### src/rtl/exe_stage_mc_if.sv
// ID-side inputs and EXE/MEM-side outputs of the execute stage, bundled as one bus.
// slave = execute stage, master = surrounding pipeline (or bench).
interface exe_stage_mc_if #(
  parameter int DATA_W     = 32,
  parameter int ADDR_W     = 32,
  parameter int REG_ADDR_W = 4
);
  logic                  valid_in;
  logic                  flush;
  logic                  wb_en_in;
  logic                  mem_r_en_in;
  logic                  mem_w_en_in;
  logic                  s_bit;
  logic [3:0]            exec_cmd;
  logic [ADDR_W-1:0]     pc_in;
  logic [DATA_W-1:0]     val_r_n;
  logic [DATA_W-1:0]     val_2;
  logic [DATA_W-1:0]     val_r_m_in;
  logic [23:0]           signed_imm_24;
  logic [REG_ADDR_W-1:0] dest_in;
  logic [1:0]            fwd_sel_1;
  logic [1:0]            fwd_sel_2;
  logic [DATA_W-1:0]     fwd_mem_val;
  logic [DATA_W-1:0]     fwd_wb_val;
  logic [3:0]            status_in;

  logic                  stall_out;
  logic [3:0]            status_next;
  logic                  status_update;
  logic [ADDR_W-1:0]     branch_addr;
  logic                  wb_en_out;
  logic                  mem_r_en_out;
  logic                  mem_w_en_out;
  logic [DATA_W-1:0]     alu_res;
  logic [DATA_W-1:0]     val_r_m_out;
  logic [REG_ADDR_W-1:0] dest_out;

  modport slave (
    input  valid_in, flush, wb_en_in, mem_r_en_in, mem_w_en_in, s_bit, exec_cmd,
           pc_in, val_r_n, val_2, val_r_m_in, signed_imm_24, dest_in,
           fwd_sel_1, fwd_sel_2, fwd_mem_val, fwd_wb_val, status_in,
    output stall_out, status_next, status_update, branch_addr, wb_en_out,
           mem_r_en_out, mem_w_en_out, alu_res, val_r_m_out, dest_out
  );

  modport master (
    output valid_in, flush, wb_en_in, mem_r_en_in, mem_w_en_in, s_bit, exec_cmd,
           pc_in, val_r_n, val_2, val_r_m_in, signed_imm_24, dest_in,
           fwd_sel_1, fwd_sel_2, fwd_mem_val, fwd_wb_val, status_in,
    input  stall_out, status_next, status_update, branch_addr, wb_en_out,
           mem_r_en_out, mem_w_en_out, alu_res, val_r_m_out, dest_out
  );
endinterface

### src/rtl/exe_stage_mc.sv
// ARM execute stage: 1-cycle ALU, iterative MUL/MLA with upstream stall, branch adder,
// EXE/MEM pipe register. Define EXE_FWD_EN to enable operand forwarding muxes.
//
// state | meaning
// IDLE  | ALU ops pass straight through; MUL/MLA latches operands and stalls
// BUSY  | retire MUL_BPC multiplier bits per cycle, counter runs L-1 .. 0
// DONE  | product + accumulator goes into the pipe register, stall released
module exe_stage_mc #(
  parameter int DATA_W     = 32,
  parameter int ADDR_W     = 32,
  parameter int REG_ADDR_W = 4,
  parameter int MUL_BPC    = 1
) (
  input logic            clk,
  input logic            rst,
  exe_stage_mc_if.slave  bus
);
  localparam int L     = DATA_W / MUL_BPC;
  localparam int CNT_W = $clog2(L) + 1;

  localparam logic [3:0] CMD_MOV = 4'b0001;
  localparam logic [3:0] CMD_ADD = 4'b0010;
  localparam logic [3:0] CMD_ADC = 4'b0011;
  localparam logic [3:0] CMD_SUB = 4'b0100;
  localparam logic [3:0] CMD_SBC = 4'b0101;
  localparam logic [3:0] CMD_AND = 4'b0110;
  localparam logic [3:0] CMD_ORR = 4'b0111;
  localparam logic [3:0] CMD_EOR = 4'b1000;
  localparam logic [3:0] CMD_MVN = 4'b1001;
  localparam logic [3:0] CMD_MUL = 4'b1010;
  localparam logic [3:0] CMD_MLA = 4'b1011;

  typedef enum logic [1:0] {IDLE = 2'd0, BUSY = 2'd1, DONE = 2'd2} state_t;

  state_t            state;
  logic [DATA_W-1:0] mcand, mplier, acc, prod;
  logic [CNT_W-1:0]  cnt;

  logic [DATA_W-1:0] op1, op_rm;
  logic [DATA_W-1:0] add_b, alu_val, mul_res, res;
  logic [DATA_W:0]   sum;
  logic              add_cin, is_arith, is_mul, result_cycle;
  logic [1:0]        unused_status;

  assign unused_status = bus.status_in[3:2];

`ifdef EXE_FWD_EN
  always_comb begin
    unique case (bus.fwd_sel_1)
      2'b01:   op1 = bus.fwd_mem_val;
      2'b10:   op1 = bus.fwd_wb_val;
      default: op1 = bus.val_r_n;
    endcase
    unique case (bus.fwd_sel_2)
      2'b01:   op_rm = bus.fwd_mem_val;
      2'b10:   op_rm = bus.fwd_wb_val;
      default: op_rm = bus.val_r_m_in;
    endcase
  end
`else
  logic unused_fwd;
  assign unused_fwd = ^{bus.fwd_sel_1, bus.fwd_sel_2, bus.fwd_mem_val, bus.fwd_wb_val};
  assign op1   = bus.val_r_n;
  assign op_rm = bus.val_r_m_in;
`endif

  function automatic logic [DATA_W-1:0] digit_mul(input logic [DATA_W-1:0] a,
                                                  input logic [MUL_BPC-1:0] d);
    logic [DATA_W-1:0] s;
    s = '0;
    for (int i = 0; i < MUL_BPC; i++)
      if (d[i]) s = s + (a << i);
    return s;
  endfunction

  assign is_mul   = (bus.exec_cmd == CMD_MUL) || (bus.exec_cmd == CMD_MLA);
  assign is_arith = (bus.exec_cmd == CMD_ADD) || (bus.exec_cmd == CMD_ADC) ||
                    (bus.exec_cmd == CMD_SUB) || (bus.exec_cmd == CMD_SBC);

  // Subtraction as op1 + ~op2 + cin so the carry out is directly NOT borrow.
  always_comb begin
    add_b   = bus.val_2;
    add_cin = 1'b0;
    unique case (bus.exec_cmd)
      CMD_ADC: add_cin = bus.status_in[1];
      CMD_SUB: begin add_b = ~bus.val_2; add_cin = 1'b1; end
      CMD_SBC: begin add_b = ~bus.val_2; add_cin = bus.status_in[1]; end
      default: ;
    endcase
    sum = {1'b0, op1} + {1'b0, add_b} + {{DATA_W{1'b0}}, add_cin};
  end

  always_comb begin
    alu_val = '0;
    unique case (bus.exec_cmd)
      CMD_MOV: alu_val = bus.val_2;
      CMD_MVN: alu_val = ~bus.val_2;
      CMD_ADD, CMD_ADC, CMD_SUB, CMD_SBC: alu_val = sum[DATA_W-1:0];
      CMD_AND: alu_val = op1 & bus.val_2;
      CMD_ORR: alu_val = op1 | bus.val_2;
      CMD_EOR: alu_val = op1 ^ bus.val_2;
      default: alu_val = '0;
    endcase
  end

  assign mul_res      = prod + acc;
  assign res          = (state == DONE) ? mul_res : alu_val;
  assign result_cycle = ((state == IDLE) && !is_mul) || (state == DONE);

  assign bus.status_next[3] = res[DATA_W-1];
  assign bus.status_next[2] = (res == '0);
  assign bus.status_next[1] = is_arith ? sum[DATA_W] : bus.status_in[1];
  assign bus.status_next[0] = is_arith ?
      ((op1[DATA_W-1] == add_b[DATA_W-1]) && (sum[DATA_W-1] != op1[DATA_W-1])) :
      bus.status_in[0];

  assign bus.status_update = bus.s_bit && bus.valid_in && !bus.flush && result_cycle;
  assign bus.stall_out     = (state == BUSY) ||
                             ((state == IDLE) && bus.valid_in && is_mul && !bus.flush);

  assign bus.branch_addr = bus.pc_in +
      {{(ADDR_W-26){bus.signed_imm_24[23]}}, bus.signed_imm_24, 2'b00};

  always_ff @(posedge clk) begin
    if (rst) begin
      state            <= IDLE;
      mcand            <= '0;
      mplier           <= '0;
      acc              <= '0;
      prod             <= '0;
      cnt              <= '0;
      bus.wb_en_out    <= 1'b0;
      bus.mem_r_en_out <= 1'b0;
      bus.mem_w_en_out <= 1'b0;
      bus.alu_res      <= '0;
      bus.val_r_m_out  <= '0;
      bus.dest_out     <= '0;
    end else begin
      // Bubble unless a result is produced below; data fields simply hold.
      bus.wb_en_out    <= 1'b0;
      bus.mem_r_en_out <= 1'b0;
      bus.mem_w_en_out <= 1'b0;
      if (bus.flush) begin
        state <= IDLE;
      end else begin
        if (bus.valid_in && result_cycle) begin
          bus.wb_en_out    <= bus.wb_en_in;
          bus.mem_r_en_out <= bus.mem_r_en_in;
          bus.mem_w_en_out <= bus.mem_w_en_in;
          bus.alu_res      <= res;
          bus.val_r_m_out  <= op_rm;
          bus.dest_out     <= bus.dest_in;
        end
        unique case (state)
          IDLE: if (bus.valid_in && is_mul) begin
            mcand  <= op1;
            mplier <= bus.val_2;
            acc    <= (bus.exec_cmd == CMD_MLA) ? op_rm : '0;
            prod   <= '0;
            cnt    <= CNT_W'(L - 1);
            state  <= BUSY;
          end
          BUSY: begin
            prod   <= prod + digit_mul(mcand, mplier[MUL_BPC-1:0]);
            mcand  <= mcand << MUL_BPC;
            mplier <= mplier >> MUL_BPC;
            if (cnt == '0) state <= DONE;
            else           cnt   <= cnt - 1'b1;
          end
          DONE:    state <= IDLE;
          default: state <= IDLE;
        endcase
      end
    end
  end
endmodule

### src/flat_wrapper.sv
// flat-port wrapper written by rule: the top's interface ports become plain ports
module exe_stage_mc_flat 
#(
  parameter int DATA_W     = 32,
  parameter int ADDR_W     = 32,
  parameter int REG_ADDR_W = 4,
  parameter int MUL_BPC    = 1
)
  (clk, rst, bus_valid_in, bus_flush, bus_wb_en_in, bus_mem_r_en_in, bus_mem_w_en_in, bus_s_bit, bus_exec_cmd, bus_pc_in, bus_val_r_n, bus_val_2, bus_val_r_m_in, bus_signed_imm_24, bus_dest_in, bus_fwd_sel_1, bus_fwd_sel_2, bus_fwd_mem_val, bus_fwd_wb_val, bus_status_in, bus_stall_out, bus_status_next, bus_status_update, bus_branch_addr, bus_wb_en_out, bus_mem_r_en_out, bus_mem_w_en_out, bus_alu_res, bus_val_r_m_out, bus_dest_out);
  exe_stage_mc_if #(.DATA_W(DATA_W), .ADDR_W(ADDR_W), .REG_ADDR_W(REG_ADDR_W)) bus_i ();
  input logic clk;
  input logic rst;
  input wire logic [$bits(bus_i.valid_in)-1:0] bus_valid_in;
  input wire logic [$bits(bus_i.flush)-1:0] bus_flush;
  input wire logic [$bits(bus_i.wb_en_in)-1:0] bus_wb_en_in;
  input wire logic [$bits(bus_i.mem_r_en_in)-1:0] bus_mem_r_en_in;
  input wire logic [$bits(bus_i.mem_w_en_in)-1:0] bus_mem_w_en_in;
  input wire logic [$bits(bus_i.s_bit)-1:0] bus_s_bit;
  input wire logic [$bits(bus_i.exec_cmd)-1:0] bus_exec_cmd;
  input wire logic [$bits(bus_i.pc_in)-1:0] bus_pc_in;
  input wire logic [$bits(bus_i.val_r_n)-1:0] bus_val_r_n;
  input wire logic [$bits(bus_i.val_2)-1:0] bus_val_2;
  input wire logic [$bits(bus_i.val_r_m_in)-1:0] bus_val_r_m_in;
  input wire logic [$bits(bus_i.signed_imm_24)-1:0] bus_signed_imm_24;
  input wire logic [$bits(bus_i.dest_in)-1:0] bus_dest_in;
  input wire logic [$bits(bus_i.fwd_sel_1)-1:0] bus_fwd_sel_1;
  input wire logic [$bits(bus_i.fwd_sel_2)-1:0] bus_fwd_sel_2;
  input wire logic [$bits(bus_i.fwd_mem_val)-1:0] bus_fwd_mem_val;
  input wire logic [$bits(bus_i.fwd_wb_val)-1:0] bus_fwd_wb_val;
  input wire logic [$bits(bus_i.status_in)-1:0] bus_status_in;
  output wire logic [$bits(bus_i.stall_out)-1:0] bus_stall_out;
  output wire logic [$bits(bus_i.status_next)-1:0] bus_status_next;
  output wire logic [$bits(bus_i.status_update)-1:0] bus_status_update;
  output wire logic [$bits(bus_i.branch_addr)-1:0] bus_branch_addr;
  output wire logic [$bits(bus_i.wb_en_out)-1:0] bus_wb_en_out;
  output wire logic [$bits(bus_i.mem_r_en_out)-1:0] bus_mem_r_en_out;
  output wire logic [$bits(bus_i.mem_w_en_out)-1:0] bus_mem_w_en_out;
  output wire logic [$bits(bus_i.alu_res)-1:0] bus_alu_res;
  output wire logic [$bits(bus_i.val_r_m_out)-1:0] bus_val_r_m_out;
  output wire logic [$bits(bus_i.dest_out)-1:0] bus_dest_out;
  assign bus_i.valid_in = bus_valid_in;
  assign bus_i.flush = bus_flush;
  assign bus_i.wb_en_in = bus_wb_en_in;
  assign bus_i.mem_r_en_in = bus_mem_r_en_in;
  assign bus_i.mem_w_en_in = bus_mem_w_en_in;
  assign bus_i.s_bit = bus_s_bit;
  assign bus_i.exec_cmd = bus_exec_cmd;
  assign bus_i.pc_in = bus_pc_in;
  assign bus_i.val_r_n = bus_val_r_n;
  assign bus_i.val_2 = bus_val_2;
  assign bus_i.val_r_m_in = bus_val_r_m_in;
  assign bus_i.signed_imm_24 = bus_signed_imm_24;
  assign bus_i.dest_in = bus_dest_in;
  assign bus_i.fwd_sel_1 = bus_fwd_sel_1;
  assign bus_i.fwd_sel_2 = bus_fwd_sel_2;
  assign bus_i.fwd_mem_val = bus_fwd_mem_val;
  assign bus_i.fwd_wb_val = bus_fwd_wb_val;
  assign bus_i.status_in = bus_status_in;
  assign bus_stall_out = bus_i.stall_out;
  assign bus_status_next = bus_i.status_next;
  assign bus_status_update = bus_i.status_update;
  assign bus_branch_addr = bus_i.branch_addr;
  assign bus_wb_en_out = bus_i.wb_en_out;
  assign bus_mem_r_en_out = bus_i.mem_r_en_out;
  assign bus_mem_w_en_out = bus_i.mem_w_en_out;
  assign bus_alu_res = bus_i.alu_res;
  assign bus_val_r_m_out = bus_i.val_r_m_out;
  assign bus_dest_out = bus_i.dest_out;
  exe_stage_mc #(.DATA_W(DATA_W), .ADDR_W(ADDR_W), .REG_ADDR_W(REG_ADDR_W), .MUL_BPC(MUL_BPC)) u_core (.clk(clk), .rst(rst), .bus(bus_i));
endmodule
### config.mk
export PLATFORM = sky130hd
export DESIGN_NAME = exe_stage_mc_flat
export DESIGN_NICKNAME = d
export VERILOG_FILES = /design/src/rtl/exe_stage_mc_if.sv /design/src/rtl/exe_stage_mc.sv /design/src/flat_wrapper.sv
export SDC_FILE = /design/constraint.sdc
export NUM_CORES = 1
export LEC_CHECK = 0
export CORE_MARGIN = 2
export CORE_UTILIZATION = 40
export DETAILED_ROUTE_END_ITERATION = 7
export HOLD_SLACK_MARGIN = 0.08
export PLACE_DENSITY = 0.7
export SLEW_MARGIN = 20
export SYNTH_ARGS = -nofsm -noshare
export SYNTH_HDL_FRONTEND = slang
export SYNTH_SLANG_ARGS = --single-unit
### constraint.sdc
create_clock -name clk -period 11.6 [get_ports clk]
set_input_delay 1.16 -clock clk [delete_from_list [all_inputs] [get_ports clk]]
set_output_delay 1.16 -clock clk [all_outputs]
set_load 0.01 [all_outputs]
Word-level counts from Yosys, hierarchy flattened
Cells that the tools add are included.
{"block": "totals", "reg_bits": 207, "elab_cells": 97}
{"block": "op_classes", "addsub": 6, "n_eq_ne": 18, "mux": 23, "bitwise_logic": 6, "reduce_logical": 32}
{"operator": "2-to-1 mux 32 bit", "n": 10}
{"operator": "one-hot mux 32 bit (2 select lines)", "n": 3}
{"operator": "one-hot mux 32 bit (6 select lines)", "n": 1}
{"operator": "adder 32 bit", "n": 3}
{"operator": "adder 32 x 32 -> 33 bit", "n": 1}
{"operator": "adder 33 x 1 -> 33 bit", "n": 1}
{"operator": "AND 32 bit", "n": 1}
{"operator": "logical NOT 32 bit", "n": 1}
{"operator": "inverter 32 bit", "n": 1}
{"operator": "OR 32 bit", "n": 1}
{"operator": "XOR 32 bit", "n": 1}
{"operator": "== test 4 x 3 -> 1 bit, second input constant", "n": 4}
{"operator": "== test 4 bit, second input constant", "n": 4}
{"operator": "2-to-1 mux 6 bit", "n": 2}
{"operator": "one-hot mux 6 bit (2 select lines)", "n": 1}
{"operator": "logical AND 1 bit", "n": 10}
{"operator": "== test 4 x 2 -> 1 bit, second input constant", "n": 2}
{"operator": "logical NOT 6 bit", "n": 1}
{"operator": "logical OR 1 bit", "n": 6}
{"operator": "!= test 2 bit, second input constant", "n": 3}
{"operator": "AND reduction 3 bit", "n": 2}
{"operator": "OR reduction 2 bit", "n": 3}
{"operator": "subtractor 6 x 1 -> 6 bit, second input constant", "n": 1}
{"operator": "== test 4 x 1 -> 1 bit, second input constant", "n": 1}
{"operator": "other kinds (16)", "n": 21}

Longest topological paths before layout
Gate-level depths: netlist of run 1.
{"block": "logic_depth", "ltp_word": 8, "mapped_depth": 21, "mapped_depth_nobuf": 18}

Worst setup path after synthesis of run 1
Ideal clock, no wire load.
{"block": "synth_path", "path_type": "input port to output port", "from": "input bus_exec_cmd[3]", "to": "output bus_status_next[2]", "arrival_ns": 5.884, "required_time_ns": 10.440, "path_slack_ns": 4.556, "cell_stages": 21, "path_buffers": 5, "cell_sequence": "buf_2 buf_4 clkbuf_1 nor3b_1 clkbuf_1 buf_1 xnor2_1 fa_1 inv_1 fa_1 nor2b_4 o2111ai_2 a31oi_1 a211oi_1 or4b_1 or3_1 nor4_1 nand4_1 nor4_1 nand4_1 nor4_2"}
{"block": "synth_via", "elab_chain_len": 8, "word_cells_on_any_way": 19, "cone_classes": "add/sub: 2; eq/ne: 9; mux: 4; reduce/logical: 4"}
{"item": "start: declaration", "line_no": "flat_wrapper.sv:19", "source": "input wire logic [$bits(bus_i.exec_cmd)-1:0] bus_exec_cmd;"}
{"item": "== test 4 x 3 -> 1 bit", "line_no": "exe_stage_mc.sv:84, exe_stage_mc.sv:95"}
{"item": "OR reduction 2 bit (no source line)"}
{"item": "2-to-1 mux 32 bit"}
{"item": "adder 32 x 32 -> 33 bit", "line_no": "exe_stage_mc.sv:90", "source": "sum = {1'b0, op1} + {1'b0, add_b} + {{DATA_W{1'b0}}, add_cin};"}
{"item": "adder 33 x 1 -> 33 bit", "line_no": "exe_stage_mc.sv:90"}
{"item": "one-hot mux 32 bit (6 select lines) (*)", "line_no": "exe_stage_mc.sv:95", "source": "unique case (bus.exec_cmd)"}
{"item": "2-to-1 mux 32 bit (*)", "line_no": "exe_stage_mc.sv:107", "source": "assign res = (state == DONE) ? mul_res : alu_val;"}
{"item": "logical NOT 32 bit (*)", "line_no": "exe_stage_mc.sv:111", "source": "assign bus.status_next[2] = (res == '0);"}
{"item": "end: declaration", "line_no": "flat_wrapper.sv:32", "source": "output wire logic [$bits(bus_i.status_next)-1:0] bus_status_next;"}
Mark *: on every way between the ends. The rest lies on a longest branch, timed or not.

Worst setup path after layout of run 1
{"block": "layout_path", "from": "input bus_exec_cmd[2]", "to": "output bus_status_next[2]"}
Same word-level chain as after synthesis.

==> run_results.csv, run 1 <==
group,metric,value,unit
status,status,"complete, no violations",
placement,preCtsSetupSlack,2.796,ns
global_route,grt.busiest_layer,"met2",
synthesis,yosysWarnings,0,
timing,tightest_slew,1.056,ns
pwr,leakagePower,8.560,nW
global_route,grt.met3_usage,0.03539,
cells_and_area,fin_cells,3014,
critical_path,worst_setup_path_end_kind,"primary output",
clock_tree,clk_root_buffer_cell,"clkbuf_16",
cells_and_area,nFillCells,4106,
cells_and_area,layout-drive-gt1-share,0.04364,
timing,hold_ws,0.4516,ns
timing,rsz0062_at_grt,"false",
flow_run,cap_violations,0,
cells_and_area,seqCellArea,0.004144,mm^2
synthesis,yosysSeqAreaShare,0.2426,
clock_tree,numCtsBuffers,27,
global_route,use_met1,0.3089,
placement,gp_congestion,0.9271,
global_route,grt_first_pass_wirelength,87.39,mm
cells_and_area,nNetsFinal,2890,
die,die-area,0.04438,mm^2
die,die_h,210.7,um
clock_tree,clk_latency,0.57,ns
timing,slew_headroom,0.2945,
die,core,0.04204,mm^2
synthesis,synth_ff_type,"dfxtp_1",
pwr,p_total,2.213,mW
placement,place_inst,2967,
detailed_routing,drt_iter0_markers,1236,
cells_and_area,area_growth,23.45,%
synthesis,synth_seq_cells,207,
clock_tree,cts.sinks,207,
placement,placedInstanceArea,0.02016,mm^2
critical_path,reg2regPathDepth,13,
die,initial_core_util,0.4063,
die,io_pins,349,
timing,fin_crit,8.882,ns
synthesis,synth_area_leader_cell,"dfxtp_1",
die,die_width,210.7,um
timing,finalSetupViolCount,0,
clock_tree,cts_hold_buf,0,
placement,place.detailed.hpwl,42.85,mm
critical_path,path_cells,"clkdlybuf4s50_1 > nor3b_2 > buf_4 > xnor2_1 > fa_1 > inv_1 > fa_1 > nor2b_4 > o2111ai_2 > a31oi_1 > a211oi_1 > or4b_1 > or3_1 > nor4_1 > nand4_1 > nor4_1 > nand4_1 > nor4_2 > clkdlybuf4s50_1",
worst_hold_path,hold_path_class,"flop to flop",
cells_and_area,design_area,0.02109,mm^2
synthesis,synthCells,2264,
synthesis,synth_edf_count,0,
critical_path,cpPeakStageDelay,0.97,ns
synthesis,synth_nets,2697,
synthesis,synthTopCellsByArea,"dfxtp_1, ha_1, a21oi_1, nor2_1, xnor2_1",
synthesis,syn_area,0.01708,mm^2
detailed_routing,vias_per_cell,5.708,
global_route,grt_max_degree,79,
critical_path,arrival,7.72,ns
synthesis,async_reset_ff_frac,0,
timing,finalCritPeriodShare,0.7657,
placement,numPortBuffers,274,
clock_tree,htree_levels,1,
pwr,power_density,104.9,mW/mm^2
clock_tree,cts-resized-gates,0,
detailed_routing,drtAntennaViolNets,0,
timing,setup_tns,0,ns
global_route,grt_use_met2,0.4256,
cells_and_area,final_cell_mix,"a21oi_1, nor2_1, clkdlybuf4s50_1",
cells_and_area,fin_util,0.5016,
cells_and_area,multi_input_area,0.01206,mm^2
timing,drv_slew,0,
clock_tree,cts_setup_buffers,0,
detailed_routing,dr_total_vias,17210,
critical_path,required,10.44,ns
clock_tree,cts_tree,"built",
cells_and_area,antennaDiodeCount,0,
global_route,antenna_found_initial,0,
clock_tree,clkTransAtPathRegs,0.06,ns
synthesis,syn_area_per_cell,7.545,um^2
global_route,grt_pass1_vias,16530,
timing,clock.fmax,0.1126,GHz
critical_path,cp_max_fo,32,
global_route,grtUsageTotal,0.2443,
critical_path,reg2reg_slack,7.38,ns
clock_tree,cts_buffer_depth,3,
die,rows,75,
timing,fin_ws,2.718,ns
detailed_routing,wl_per_cell,18.55,um
detailed_routing,drc,0,
timing,finalHoldViolCount,0,
synthesis,synth_top_area_frac,0.2426,
critical_path,critical_path.startpoint_type,"input port",
synthesis,synth_cell_type_count,87,
global_route,grt_overflow,0,
critical_path,cp_slowest_cell,"clkdlybuf4s50_1",
timing,skew,0.01405,ns
detailed_routing,routed_wl,55.92,mm
detailed_routing,drtPass1Iterations,5,
pwr,peakVddDrop,106.2,uV
critical_path,worstSetupPathType,"input port to primary output",
worst_hold_path,whs_path_depth,2,
[metal layers]
layer / routed length [um] / up-vias
met5: 0 / -
met4: 1727 / 0
met3: 3326 / 99
met2: 26510 / 520
met1: 24350 / 8080
li1: - / 8506
[worst max-delay path: cells and delay by family]
| kind | cells | cell delay, ns |
|---|---|---|
| AO/OA/AOI/OAI | 3 | 0.54 |
| XOR/XNOR | 1 | 0.21 |
| adder cells (fa/ha/maj) | 2 | 0.69 |
| buffers and inverters | 4 | 2.11 |
| AND/OR/NAND/NOR | 9 | 2.98 |
[cell usage after synthesis, drive strengths merged, types with 19 or more instances]
library cell / instances
nand2: 199
xnor2: 104
nor2b: 21
a211oi: 106
buf: 29
dfxtp: 207
o211ai: 23
nand3: 57
a221oi: 22
a21o: 50
nor2: 286
o21a: 19
ha: 188
clkbuf: 101
and2: 40
nor3: 43
xor2: 46
o21ai: 73
a22oi: 33
a21oi: 285
inv: 103
[cell type report]
class / count / share of cell area
Clock inverter: 8 / 0.006408
Timing Repair Buffer: 294 / 0.1372
Clock buffer: 39 / 0.03750
Tap cell: 539 / 0.03198
Sequential cell: 207 / 0.1965
Multi-Input combinational cell: 1824 / 0.5720
Inverter: 103 / 0.01833
[sequential cells by signal (all words and copies together) (netlist names), 2 cells and up]
register	count
u_core.bus.alu_res	32
u_core.state	2
u_core.bus.val_r_m_out	32
u_core.acc	32
u_core.mcand	32
u_core.mplier	32
u_core.prod	32
u_core.cnt	6
u_core.bus.dest_out	4
[cell families after synthesis]
| family | Yosys count | share of synthesized area |
|---|---|---|
| adders and majority gates | 193 | 0.1436 |
| buffers and inverters | 233 | 0.05449 |
| AOI/OAI and AO/OA | 730 | 0.2774 |
| DFF | 207 | 0.2426 |
| and+or+nand+nor | 744 | 0.2008 |
| muxes | 7 | 0.004175 |
| xor gates and xnor gates | 150 | 0.07691 |
[final timing paths]
kind                                            startpoint                          to
worst max register to register            u_core.mplier[0]             u_core.prod[31]
worst min-delay path            u_core.bus.val_r_m_out[19]  u_core.bus.val_r_m_out[19]
worst min register to register  u_core.bus.val_r_m_out[19]  u_core.bus.val_r_m_out[19]
worst max-delay path                       bus_exec_cmd[2]          bus_status_next[2]
[power by group]
group          switching [mW]  leakage [nW]  internal [mW]
Combinational           0.319          6.43          0.272
Sequential             0.0153          1.68          0.733
Clock                   0.336         0.449          0.538
Total                   0.670          8.56           1.54
Power figures use the tool's default switching activity.
==> run 2: changes to the inputs <==
--- a/config.mk
+++ b/config.mk
@@ -9,7 +9,7 @@
 export CORE_UTILIZATION = 40
 export DETAILED_ROUTE_END_ITERATION = 7
 export HOLD_SLACK_MARGIN = 0.08
-export PLACE_DENSITY = 0.7
+export PLACE_DENSITY = 0.72
 export SLEW_MARGIN = 20
 export SYNTH_ARGS = -nofsm -noshare
 export SYNTH_HDL_FRONTEND = slang
==> constraint.sdc (replaced) <==
create_clock -name clk -period 7.95 [get_ports clk]
set_input_delay 0.795 -clock clk [delete_from_list [all_inputs] [get_ports clk]]
set_output_delay 0.795 -clock clk [all_outputs]
set_load 0.01 [all_outputs]
==> run 2 against run 1 <==
Clock power grew 51%. Utilization increased by 0.21 points. Final area grew 0.42%. Worst hold slack improved by 0.00063 ns. Cell count increased by 0.23%. Critical endpoint unchanged.
==> run_results.csv, run 2 (synthesis results as in run 1) <==
group,metric,value,unit
die,io_pins,349,
critical_path,required,7.15,ns
global_route,grt_first_pass_wirelength,87.02,mm
pwr,p_sw_frac,0.2973,
global_route,grtUsageTotal,0.2438,
pwr,peakVddDrop,160.2,uV
clock_tree,clk_latency,0.55,ns
pwr,leakagePower,8.617,nW
timing,drv_slew,0,
die,die-area,0.04438,mm^2
pwr,power_density,155.1,mW/mm^2
detailed_routing,vias_per_cell,5.687,
timing,tightest_slew,1.109,ns
timing,finalCritPeriodShare,0.9247,
critical_path,cpPeakStageDelay,0.62,ns
global_route,antenna_found_initial,0,
cells_and_area,fin_util,0.5037,
critical_path,cp_max_fo,30,
placement,numPortBuffers,274,
critical_path,critical_path.startpoint_type,"input port",
global_route,grt_pass1_vias,16340,
die,rows,75,
global_route,grt_max_degree,78,
die,die_h,210.7,um
clock_tree,cts_hold_buf,0,
timing,skew,0.02087,ns
placement,gp_congestion,0.9472,
cells_and_area,nNetsFinal,2895,
clock_tree,cts_buffer_depth,3,
timing,finalHoldViolCount,0,
detailed_routing,drtAntennaViolNets,0,
clock_tree,numCtsBuffers,26,
die,die_width,210.7,um
placement,place.detailed.hpwl,43.27,mm
timing,rsz0062_at_grt,"false",
cells_and_area,final_cell_mix,"a21oi_1, nor2_1, clkdlybuf4s50_1",
critical_path,cp_slowest_cell,"clkdlybuf4s50_1",
global_route,grt_overflow,0,
worst_hold_path,whs_path_depth,2,
detailed_routing,drt_iter0_markers,1273,
critical_path,worst-path-buf-inv,3,
pwr,clkPwrFrac,0.403,
timing,fin_crit,7.351,ns
critical_path,arrival,6.56,ns
cells_and_area,layout-drive-gt1-share,0.04714,
flow_run,cap_violations,0,
detailed_routing,dr_total_vias,17180,
clock_tree,cts-resized-gates,0,
pwr,p_int,2.308,mW
clock_tree,cts_setup_buffers,0,
detailed_routing,routed_wl,56.28,mm
clock_tree,htree_levels,1,
clock_tree,cts.sinks,207,
timing,clock.fmax,0.1360,GHz
cells_and_area,antennaDiodeCount,0,
timing,finalSetupViolCount,0,
detailed_routing,drc,0,
cells_and_area,area_growth,23.97,%
worst_hold_path,hold_path_class,"flop to flop",
critical_path,worst_setup_path_end_kind,"primary output",
pwr,pwr-share-seq,0.332,
pwr,p_sw,0.9767,mW
timing,setup_tns,0,ns
die,initial_core_util,0.4063,
clock_tree,cts_tree,"built",
timing,slew_headroom,0.2579,
critical_path,worstSetupPathType,"input port to primary output",
critical_path,cp.depth,17,
pwr,combinationalPowerShare,0.265,
cells_and_area,nFillCells,4061,
detailed_routing,drtPass1Iterations,7,
clock_tree,clkTransAtPathRegs,0.06,ns
die,core,0.04204,mm^2
critical_path,path_cells,"clkdlybuf4s50_1 > nor3b_2 > buf_4 > xnor2_1 > ha_1 > a21oi_1 > nand2b_1 > and2_1 > a211oi_1 > or4b_1 > or3_1 > nor4_1 > nand4_1 > nor4_1 > nand4_1 > nor4_2 > clkdlybuf4s50_1",
critical_path,reg2regPathDepth,13,
clock_tree,clk_root_buffer_cell,"clkbuf_16",
detailed_routing,wl_per_cell,18.63,um
status,status,"complete, no violations",
critical_path,cp_top_family,"simple AND/OR/NAND/NOR gates",
-- run 2: changes by cell type in the layout (fill, tap and decap cells not counted) --
cell        before  now
inv_6            0    1
clkinv_4         0    3
clkinvlp_4       2    0
buf_4           20   26
clkbuf_1         5    3
bufinv_16        3    5
clkbuf_8         7    6
inv_16           1    0
clkinv_2         2    3
-- run 2: routing by layer --
| layer | vias up | share of wire | global-route usage |
|---|---|---|---|
| met5 | - | 0 | 0 |
| met4 | 0 | 0.032 | 0.07625 |
| met3 | 100 | 0.055 | 0.03137 |
| met2 | 531 | 0.46 | 0.4130 |
| met1 | 8053 | 0.45 | 0.3221 |
| li1 | 8497 | - | - |
-- run 2: cell type report --
type,instances,area [um^2],share of cell area
timing repair buffer,300,2939,0.1388
clock buffer,36,769.5,0.03634
sequential,207,4144,0.1957
tap,539,674.4,0.03185
clock inverter,12,200.2,0.009453
inverter,103,386.6,0.01826
multi-input combinational,1824,12060,0.5696
-- run 2: through the flow --
| stage | setup WS [ns] | hold WS, ns | std cells | power (mW) | instance area [um^2] |
|---|---|---|---|---|---|
| 2_1_floorplan | 1.636 | 0.4356 | 2264 | 1.614 | 17080 |
| 3_3_place_gp | 0.7250 | 0.4419 | 2973 | 1.958 | 20210 |
| 3_5_place_dp | 0.7565 | 0.4463 | 2973 | 1.971 | 20210 |
| 4_1_cts | 0.7023 | 0.4544 | 3021 | 3.303 | 21180 |
| 5_1_grt | 0.3669 | 0.4784 | 3021 | 3.427 | 21180 |
| 6_report | 0.5986 | 0.4522 | 3021 | 3.285 | 21180 |
-- run 2: path summary, 6_finish.rpt --
check / start / endpoint / slack (ns)
setup / recovery: bus_exec_cmd[2] / bus_status_next[2] / 0.60
hold reg to reg: u_core.bus.val_r_m_out[18] / u_core.bus.val_r_m_out[18] / 0.45
hold / removal: u_core.bus.val_r_m_out[18] / u_core.bus.val_r_m_out[18] / 0.45
setup reg to reg: u_core.mplier[0] / u_core.prod[31] / 3.56
-- run 2: worst reg2reg max path, cell delays in order, from the launching register on --
cell      delay [ns]
dfxtp_1         0.89
and2_1          0.27
ha_1            0.25
nand2_1         0.13
nor4_1          0.73
nand2_1         0.13
a31oi_1         0.34
o31ai_1         0.16
a41oi_1         0.30
o21ai_0         0.21
o21ai_0         0.33
mux2i_1         0.13
a221oi_1        0.27
o21ai_0         0.12
-- run 2: power by group through the flow --
stage / logic (mW) / registers (mW) / clock network, mW
after floorplan: 0.499 / 1.12 / 0
after global placement: 0.845 / 1.11 / 0
after detailed placement: 0.858 / 1.11 / 0
after CTS: 0.863 / 1.09 / 1.35
after global routing: 0.946 / 1.09 / 1.39
final: 0.870 / 1.09 / 1.32
